File: config.mk
export PLATFORM = sky130hd
export DESIGN_NAME = norm_shifter_pipe
export DESIGN_NICKNAME = d
export VERILOG_FILES = /design/src/rtl/norm_shifter_pipe.sv
export SDC_FILE = /design/constraint.sdc
export NUM_CORES = 1
export LEC_CHECK = 0
export ABC_CLOCK_PERIOD_IN_PS = 10100
export BUFFER_PORTS_ARGS = -buffer_cell sky130_fd_sc_hd__clkbuf_2
export CAP_MARGIN = 5
export CORE_AREA = 2 2 163 165
export CTS_CLUSTER_SIZE = 20
export DETAILED_ROUTE_END_ITERATION = 8
export DIE_AREA = 0 0 165 167
export GPL_TIMING_DRIVEN = 0
export SYNTH_ARGS = -nofsm -noshare
export SYNTH_HDL_FRONTEND = slang
export SYNTH_SLANG_ARGS = --single-unit
File: constraint.sdc
create_clock -name iClk -period 10.1 [get_ports iClk]
set_input_delay 1.515 -clock iClk [delete_from_list [all_inputs] [get_ports iClk]]
set_output_delay 1.515 -clock iClk [all_outputs]
set_load 0.01 [all_outputs]
File: src/rtl/norm_shifter_pipe.sv
// Pipelined zero-normaliser: strips trailing zeros (shift right) or leading zeros (shift left),
// one binary shift stage per register, with valid/ready flow control and a tag sideband.
module norm_shifter_pipe #(
    parameter  int WIDTH = 32,
    parameter  int TAG_W = 4,
    localparam int SW    = $clog2(WIDTH)
) (
    input  logic             iClk,
    input  logic             iRst,
    input  logic             iValid,
    output logic             oReady,
    input  logic [WIDTH-1:0] iData,
    input  logic             iMsb,
    input  logic [TAG_W-1:0] iTag,
    output logic             oValid,
    input  logic             iReady,
    output logic [WIDTH-1:0] oData,
    output logic [SW-1:0]    oShift,
    output logic             oZero,
    output logic [TAG_W-1:0] oTag
);

    logic adv;

    assign adv    = ~oValid | iReady;
    assign oReady = adv;

    // Pipeline position s handles shift amount 2**(SW-1-s): widest shift first.
    for (genvar s = 0; s < SW; s++) begin : stg
        localparam int K   = SW - 1 - s;
        localparam int AMT = 2 ** K;

        logic [WIDTH-1:0] d_in, d_n, d_q;
        logic [SW-1:0]    sh_in, sh_n, sh_q;
        logic [TAG_W-1:0] tag_in, tag_q;
        logic             msb_in, z_in, z_q, v_in, v_q;
        logic             hit;

        if (s == 0) begin : src
            assign d_in   = iData;
            assign sh_in  = '0;
            assign msb_in = iMsb;
            assign z_in   = ~|iData;
            assign tag_in = iTag;
            assign v_in   = iValid;
        end else begin : src
            assign d_in   = stg[s-1].d_q;
            assign sh_in  = stg[s-1].sh_q;
            assign msb_in = stg[s-1].keep.msb_q;
            assign z_in   = stg[s-1].z_q;
            assign tag_in = stg[s-1].tag_q;
            assign v_in   = stg[s-1].v_q;
        end

        always_comb begin
            hit  = msb_in ? (d_in[WIDTH-1 -: AMT] == '0) : (d_in[AMT-1:0] == '0);
            d_n  = d_in;
            sh_n = sh_in;
            if (hit) begin
                d_n     = msb_in ? (d_in << AMT) : (d_in >> AMT);
                sh_n[K] = 1'b1;
            end
        end

        always_ff @(posedge iClk or posedge iRst) begin
            if (iRst) begin
                v_q   <= 1'b0;
                d_q   <= '0;
                sh_q  <= '0;
                z_q   <= 1'b0;
                tag_q <= '0;
            end else if (adv) begin
                v_q   <= v_in;
                d_q   <= d_n;
                sh_q  <= sh_n;
                z_q   <= z_in;
                tag_q <= tag_in;
            end
        end

        // The mode bit is only needed by later stages, so the last stage has no register for it.
        if (s < SW - 1) begin : keep
            logic msb_q;
            always_ff @(posedge iClk or posedge iRst) begin
                if (iRst)
                    msb_q <= 1'b0;
                else if (adv)
                    msb_q <= msb_in;
            end
        end
    end

    assign oValid = stg[SW-1].v_q;
    assign oData  = stg[SW-1].d_q;
    assign oShift = stg[SW-1].sh_q;
    assign oZero  = stg[SW-1].z_q;
    assign oTag   = stg[SW-1].tag_q;

endmodule
==> impl_metrics.toml <==
[detailed_routing]
wirelength_microns = 30400
wl_per_cell_microns = 18.5
drt_iter0_drc = 571
vias_per_cell = 5.56
vias = 9107
ant_nets = 0
first_pass_iters = 5
route.detailed.drc = 0

[logic_synthesis]
syn-cell-area_sq_um = 10400
synthTopCellsByCount = "nand2_1 (286), dfrtp_1 (209), o21ai_0 (86)"
synthesis.nets = 1214
synth_top_area_cell = "dfrtp_1"
synth_warnings = 0
synth_ff_type = "dfrtp_1"
yosysSeqAreaShare = 0.502
ys_ff_latch = 209
syn_inst = 1173
async_reset_ff_frac = 1.00
yosys.cell_types.count = 40
synth_edf_count = 0
synth_top_area_frac = 0.502
syn_avg_cell_area_sq_um = 8.89
synth.most_common_cell = "nand2_1"
ys_top_cells_by_area = "dfrtp_1 (50%), nand2_1 (10%), mux2i_1 (5.6%)"

[placed_design]
gp_congestion = 0.930
place_hpwl_microns = 22200
port_buffers = 84

[global_routing]
grtUsageMet2 = 0.364
grt.total_usage = 0.220
met1_usage = 0.298
antenna_found_initial = 0
grt_max_degree = 107
grt_pass1_wl_microns = 48400
grt-busiest-layer = "met2"
grtUsageMet3 = 0.0316
grt.overflow.total = 0
grt_pass1_vias = 8876

[final_layout]
layout-drive-gt1-share = 0.114
areaGrowthSynthToFinish_pct = 17.0
nets = 1326
fillCellCount = 2499

[pwr]
power_density_nw_per_um2 = 335
p_leak_nw = 5.30
vdd_drop_max_uv = 157

[setup_path]
start_kind = "input pin"
cp_slowest_cell = "clkbuf_1"
crit_type = "input pin to output pin"
arrival_ns = 3.97
cp-end-kind = "output pin"
critPathMaxFanout = 10
worstPathRequired_ns = 8.59
cp_cell_sequence = "clkbuf_2, nor2b_1, clkbuf_1, inv_2, clkbuf_1, clkbuf_1, clkbuf_2"
cpMostUsedCell = "clkbuf_1"
cpPeakStageDelay_ns = 0.66

[clocking]
clock-sinks = 209
cts.htree.levels = 1
ctsRootBufferMaster = "clkbuf_16"
clk_pin_slew_ns = 0.05
cts_buffer_depth = 3
cts_buffers = 25
cts_tree = "built"
clkLatencyLatePin_ns = 0.52
cts_hold_buf = 0
cts_resized = 0
postCtsSetupRepairBufs = 0

[run]
maxCapViolCount = 0

[sta]
setup_viol = 0
finalCriticalPeriod_ns = 5.49
maxSlewHeadroom = 0.445
tightest_slew_ns = 0.833
skew_ns = 0.0122
hold_ws_ns = 0.458
fin_setup_tns_ns = 0
slew_violations = 0
finalHoldViolCount = 0
clock.fmax_mhz = 182
rsz0062_at_grt = "false"
timing.final.crit_share = 0.543

[floorplanning]
fp.dieW_microns = 165
pin_count = 85
chipHeight_microns = 167
initial_utilization = 0.405
core_area_sq_um = 25800
dieArea_sq_um = 27600
std_cell_rows = 59

[run_status]
outcome = "finished clean"

[min_path]
hold_path_class = "flip-flop to flip-flop"
## cells in the final DEF (no fill, tap or decap), types with 2 or more instances in the layout
cell type | Yosys | final
and2_1 | 2 | 2
a21o_1 | 2 | 2
nor2b_1 | 41 | 41
nand4_1 | 2 | 2
buf_6 | 2 | 2
nor4_4 | 2 | 2
clkbuf_8 | 0 | 6
nor3_1 | 26 | 26
clkbuf_2 | 0 | 84
clkbuf_1 | 80 | 84
or4_4 | 3 | 3
or3_1 | 3 | 3
bufinv_16 | 0 | 5
buf_2 | 4 | 4
buf_1 | 13 | 13
a221oi_1 | 43 | 43
clkbuf_16 | 0 | 25
o31ai_1 | 27 | 27
nand2_1 | 286 | 286
mux2i_1 | 58 | 58
nand3_1 | 8 | 8
o221ai_1 | 28 | 28
nor2_1 | 79 | 79
nor4_1 | 25 | 25
nand2b_1 | 2 | 2
o21ai_0 | 86 | 86
o211ai_1 | 4 | 4
a221oi_2 | 5 | 5
clkinv_2 | 0 | 3
a21oi_1 | 68 | 68
a211oi_1 | 32 | 32
a31oi_1 | 3 | 3
dfrtp_1 | 209 | 209
inv_1 | 19 | 18
## power breakdown
group	total, mW	internal (mW)	leakage (nW)	switching (mW)
sequential	1.61	1.21	2.52	0.404
combinational	1.51	0.602	2.33	0.907
clock	0.968	0.623	0.443	0.344
## registers in the layout, summed over array words and instances, names as in the netlist
register,cells
stg.d_q,128
oData,32
stg.tag_q,16
stg.sh_q,10
oShift,5
oTag,4
stg.keep.msb_q,4
stg.v_q,4
stg.z_q,4
oValid,1
oZero,1
## path summary, 6_finish.rpt
check                      slack (ns)                    from                         end  depth (start not counted)
setup / recovery                 4.61                  iReady                      oReady                          7
hold / removal                   0.46  stg[3].v_q$_DFFE_PP0P_      stg[3].v_q$_DFFE_PP0P_                          2
setup reg to reg                 6.98      oValid$_DFFE_PP0P_  stg[2].d_q[24]$_DFFE_PP0P_                          5
hold reg to reg                  0.46  stg[3].v_q$_DFFE_PP0P_      stg[3].v_q$_DFFE_PP0P_                          2
max in group asynchronous        7.97                    iRst  stg[0].d_q[31]$_DFFE_PP0P_                          3
min in group asynchronous        1.13                    iRst       oData[17]$_DFFE_PP0P_                          2
## cell type report
cell class              count  area (sq um)  share of cell area
diodes                      1          2.50            0.000205
clock buffers              35           723              0.0593
flip-flops and latches    209          5230               0.429
inverters                  20          82.6             0.00677
multi-input cells         844          4720               0.387
well taps                 335           419              0.0344
clock inverters             9           174              0.0143
plain buffers             100           399              0.0327
repair buffers             85           448              0.0367
## per-layer routing
| metal | vias to the layer above | part of all wire |
|---|---|---|
| met2 | 292 | 0.47 |
| met1 | 4364 | 0.45 |
| met4 | 0 | 0.034 |
| li1 | 4393 | - |
| met5 | - | 0 |
| met3 | 58 | 0.050 |
## cells by family (layout without fill, tap and decap cells)
logic type | count (synthesis) | in the layout | share of synthesized area
AOI/OAI and AO/OA | 301 | 301 | 0.192
buffers and inverters | 120 | 249 | 0.0455
and+or+nand+nor | 484 | 484 | 0.204
other | 0 | 1 | 0
muxes | 59 | 59 | 0.0568
DFF | 209 | 209 | 0.502
## critical path, delay by kind of cell
family,cells,cell delay [ns]
AND/OR/NAND/NOR,1,0.55
buffers and inverters,6,1.91
## through the flow
stage / setup slack, ns / total power [mW] / utilization / cells / cell area [sq um]
6_report: 4.61 / 4.09 / 0.474 / 1638 / 12200
5_1_grt: 4.47 / 4.38 / 0.473 / 1637 / 12200
4_1_cts: 4.61 / 4.10 / 0.473 / 1637 / 12200
3_5_place_dp: 4.62 / 3.12 / 0.439 / 1593 / 11300
3_3_place_gp: 0.503 / 3.08 / 0.437 / 1592 / 11300
2_1_floorplan: 2.88 / 2.57 / - / 1173 / 10400
Power figures use the tool's default switching activity.
